<file path="src/rtl/key_cond_pkg.sv">
// key_cond_pkg: debounce state encoding and key index constants for the key conditioner
package key_cond_pkg;
    typedef enum logic [1:0] {RELEASED, PRESS_WAIT, PRESSED, RELEASE_WAIT} key_state_e;
    localparam int KEY_RECORD   = 0;
    localparam int KEY_TRANSFER = 1;
endpackage

</file>
<file path="src/rtl/key_channel.sv">
// key_channel: one key's 2-flop synchroniser, debounce FSM/counter and pulse registers
// (KEY_COND_RELEASE_EN adds the release_pulse output)
module key_channel
    import key_cond_pkg::*;
#(
    parameter int DEBOUNCE_CYCLES = 4
) (
    input  logic clk,
    input  logic rst,
    input  logic key_n,
    output logic level,
    output logic press
`ifdef KEY_COND_RELEASE_EN
    ,
    output logic release_pulse
`endif
);
    localparam int CW = $clog2(DEBOUNCE_CYCLES + 1);
    localparam logic [CW-1:0] LAST = CW'(DEBOUNCE_CYCLES - 1);
    logic s1_q, s2_q, press_q, press_d;
    logic [CW-1:0] cnt_q, cnt_d;
    key_state_e state_q, state_d;
    logic pressing, hold, done;
`ifdef KEY_COND_RELEASE_EN
    logic release_q, release_d;
    assign release_pulse = release_q;
`endif
    assign level = (state_q == PRESSED) || (state_q == RELEASE_WAIT);
    assign press = press_q;
    // The idle state counts the first differing sample too, so DEBOUNCE_CYCLES=1 accepts at once.
    always_comb begin
        pressing = (state_q == RELEASED) || (state_q == PRESS_WAIT);
        hold     = pressing ? s2_q : ~s2_q;
        done     = hold && (cnt_q == LAST);
        state_d  = done ? (pressing ? PRESSED : RELEASED)
                 : hold ? (pressing ? PRESS_WAIT : RELEASE_WAIT)
                 : (pressing ? RELEASED : PRESSED);
        cnt_d    = (hold && !done) ? cnt_q + 1'b1 : '0;
        press_d  = done && pressing;
`ifdef KEY_COND_RELEASE_EN
        release_d = done && !pressing;
`endif
    end
    always_ff @(posedge clk) begin
        if (rst) begin
            s1_q    <= 1'b0;
            s2_q    <= 1'b0;
            state_q <= RELEASED;
            cnt_q   <= '0;
            press_q <= 1'b0;
`ifdef KEY_COND_RELEASE_EN
            release_q <= 1'b0;
`endif
        end else begin
            s1_q    <= ~key_n;
            s2_q    <= s1_q;
            state_q <= state_d;
            cnt_q   <= cnt_d;
            press_q <= press_d;
`ifdef KEY_COND_RELEASE_EN
            release_q <= release_d;
`endif
        end
    end
endmodule

</file>
<file path="src/rtl/key_conditioner.sv">
// key_conditioner: N_KEYS independent debounced key channels producing press pulses
// (KEY_COND_RELEASE_EN adds per-key release_pulse outputs)
module key_conditioner
    import key_cond_pkg::*;
#(
    parameter int N_KEYS          = 2,
    parameter int DEBOUNCE_CYCLES = 4
) (
    input  logic              clk,
    input  logic              rst,
    input  logic [N_KEYS-1:0] key_n,
    output logic [N_KEYS-1:0] level,
    output logic [N_KEYS-1:0] press
`ifdef KEY_COND_RELEASE_EN
    ,
    output logic [N_KEYS-1:0] release_pulse
`endif
);
    for (genvar k = 0; k < N_KEYS; k++) begin : g_ch
        key_channel #(.DEBOUNCE_CYCLES(DEBOUNCE_CYCLES)) u_ch (
            .clk           (clk),
            .rst           (rst),
            .key_n         (key_n[k]),
            .level         (level[k]),
            .press         (press[k])
`ifdef KEY_COND_RELEASE_EN
            ,
            .release_pulse (release_pulse[k])
`endif
        );
    end
endmodule
</file>
<file path="config.mk">
export PLATFORM = sky130hd
export DESIGN_NAME = key_conditioner
export DESIGN_NICKNAME = d
export VERILOG_FILES = /design/src/rtl/key_cond_pkg.sv /design/src/rtl/key_channel.sv /design/src/rtl/key_conditioner.sv
export SDC_FILE = /design/constraint.sdc
export NUM_CORES = 1
export LEC_CHECK = 0
export BUFFER_PORTS_ARGS = -buffer_cell sky130_fd_sc_hd__buf_2
export CAP_MARGIN = 0
export CORE_AREA = 2 2 39 41
export DETAILED_ROUTE_END_ITERATION = 12
export DIE_AREA = 0 0 41 43
export GPL_TIMING_DRIVEN = 1
export HOLD_SLACK_MARGIN = 0.03
export PLACE_DENSITY_LB_ADDON = 0.1
export SLEW_MARGIN = 20
export SYNTH_ARGS = -nofsm -noshare
export SYNTH_HDL_FRONTEND = slang
export SYNTH_SLANG_ARGS = --single-unit
</file>
<file path="constraint.sdc">
create_clock -name clk -period 1.45 [get_ports clk]
set_clock_uncertainty 0.2 [all_clocks]
set_input_delay 0.145 -clock clk [delete_from_list [all_inputs] [get_ports clk]]
set_output_delay 0.145 -clock clk [all_outputs]
set_load 0.02 [all_outputs]
</file>
==> impl_metrics.toml <==
[global_routing]
grt_start_max_net_pins = 9
grt_usage_pct = 12.4
grt_pass1_vias = 355
grt_overflow = 0
antenna_found_initial = 0
grt_pass1_wl_mm = 1.41

[clock_tree]
cts_tree = "yes"
cts_htree_levels = 1
max-clock-path-buffers = 2
cts_made_buffers = 3
clock_latency_ps = 280
clock_sinks = 14
cts.clk_slew.worst_paths_ps = 90
cts_root_buffer = "clkbuf_4"

[logic_synthesis]
synth-xor-area-share_pct = 4.48
syn_area_um2 = 558
synth_top_family_by_area = "simple AND/OR/NAND/NOR gates"
yosysUniqueCellTypes = 13
synthCells = 49
yosysTopAreaCell = "dfxtp_1"
synthSimpleGateAreaFrac_pct = 20.4
synthAdderAreaFrac_pct = 13.5
yosys-top-cells-area = "dfxtp_1 50%, ha_1 13%, nor2b_1 6.7%"
synthMuxAreaShare_pct = 0
synth_warnings = 0
synth_compound_gate_area_share_pct = 0
synth_top_cell_area_share_pct = 50.2
seq_area_frac_synth_pct = 50.2
syn-num-nets = 59
avgSynthCellArea_um2 = 11.4
synth_seq_cells = 14

[drt]
drt_iter0_drc = 1
drtAntennaViolNets = 0
drt_pass1_iterations = 2
drc_errors = 0
wire_per_inst_um = 11.9
vias = 361
via_per_inst = 4.57
drt_wl_total_um = 941

[cells_and_area]
nets = 74
final_cell_mix = "11 x dfxtp_1, 7 x buf_2, 6 x dlygate4sd3_1"
drive_gt1_share_pct = 49.2
finalCoreUtilization_pct = 56.1
diodes = 0
area_delta_synth_final_pct = 39.0
final_common_cell = "dfxtp_1"

[critical_path]
critPathLaunchType = "register"
slowest_stage = "dfxtp_2"
cp-end-kind = "register"
critPathMostFrequentCell = "ha_2"
slowest_delay_ps = 330
required_ps = 1420
arrival_ps = 1380
crit_type = "register to register"
path_cells = "ha_2 -> ha_2 -> nor2b_4 -> ha_4 -> nor2_1"
crit_fanout = 2

[placement]
hpwl_um = 548
globalplace.congestion = 0.687
portBuffers = 7

[floorplan]
core_um2 = 1380
start_util_pct = 40.3
rows = 14
die_h_um = 43
die-area_um2 = 1760
ioPinCount = 8
die_w_um = 41

[timing]
worst_slew_pin_slew_ps = 374
setup_viol = 0
hold_ws_ps = 239
slew_headroom_pct = 75.0
fin_crit_ps = 1410
finalHoldViolations = 0
drv_slew = 0
fmax_mhz = 708
post-route-period-util_pct = 97.4

[pwr]
peakVddDrop_mv = 0.634
p_per_area_nw_per_um2 = 916
power.leakage_uw = 0.000292

[job]
max-cap-violations = 0

[outcome]
outcome = "complete, no violations"

[hold_path]
min_path_type = "register to register"
## area by class of cell
type                    count  area (um2)
fillers                   125         608
repair buffers             17         125
flip-flops and latches     14         284
inverters                   4        15.0
multi-input cells          24         295
well taps                  16        20.0
clock buffers               4        36.3
## synthesized netlist by cell type (all sizes together)
library cell  instances
clkbuf                2
nor4                  4
nor2b                 6
nor2                  4
nor4b                 2
dfxtp                14
buf                   5
ha                    6
inv                   4
xnor2                 2
## repair_timing
item,4_1_cts,5_1_grt
endpoints found under the setup margin,4,6
hold endpoints to repair,8,0
hold buffers,6,0
buffers inserted,1,0
gates resized for setup,6,10
pin swaps,3,5
## registers in the layout, indices dropped and copies added, names as in the netlist
signal             cells
g_ch.u_ch.s2_q         2
g_ch.u_ch.state_q      2
g_ch.u_ch.cnt_q        6
g_ch.u_ch.s1_q         2
g_ch.u_ch.press        2
## per-layer routing
metal / GRT usage, % / part of all wire, %
met5: 0 / 0
met4: 8.00 / 0
met3: 4.71 / 3.2
met2: 19.1 / 55
met1: 13.4 / 42
## worst max-delay path: cells and delay by family, from the launching register on
kind	cells	cell delay, ps
fa+ha+maj	3	610
flops	1	330
simple gates	2	160
## through the flow
stage / cells / area [um2] / TNS (ps) / power (uW) / setup WS, ps
finish: 79 / 776 / 0 / 711 / 37.0
global route: 79 / 776 / -20.4 / 745 / -20.4
CTS: 79 / 708 / 0 / 717 / 7.83
detailed placement: 68 / 587 / -83.6 / 425 / -58.0
global placement: 68 / 587 / -26.6 / 424 / -24.3
floorplan: 49 / 558 / 0 / 416 / 9.10
## path summary, 6_finish.rpt
| check | depth (start not counted) | slack [ps] | start | end |
|---|---|---|---|---|
| max | 5 | 40 | g_ch[0].u_ch.cnt_q[0] | g_ch[0].u_ch.state_q[1] |
| min reg2reg | 1 | 240 | g_ch[1].u_ch.cnt_q[0] | g_ch[1].u_ch.cnt_q[0] |
| min | 1 | 240 | g_ch[1].u_ch.cnt_q[0] | g_ch[1].u_ch.cnt_q[0] |
| max reg2reg | 5 | 40 | g_ch[0].u_ch.cnt_q[0] | g_ch[0].u_ch.state_q[1] |
## cells by family after synthesis
| kind of cell | count (synthesis) |
|---|---|
| buffers and inverters | 11 |
| adders and majority gates | 6 |
| and+or+nand+nor | 16 |
| DFF | 14 |
| xor gates and xnor gates | 2 |
## power by group
part | switching, uW | internal (uW) | leakage (uW) | total (uW)
Combinational | 16.9 | 22.9 | 0.000156 | 39.9
Sequential | 3.58 | 391 | 0.000115 | 395
Clock | 123 | 153 | 0.0000210 | 276
(Power assumes the default switching activity.)
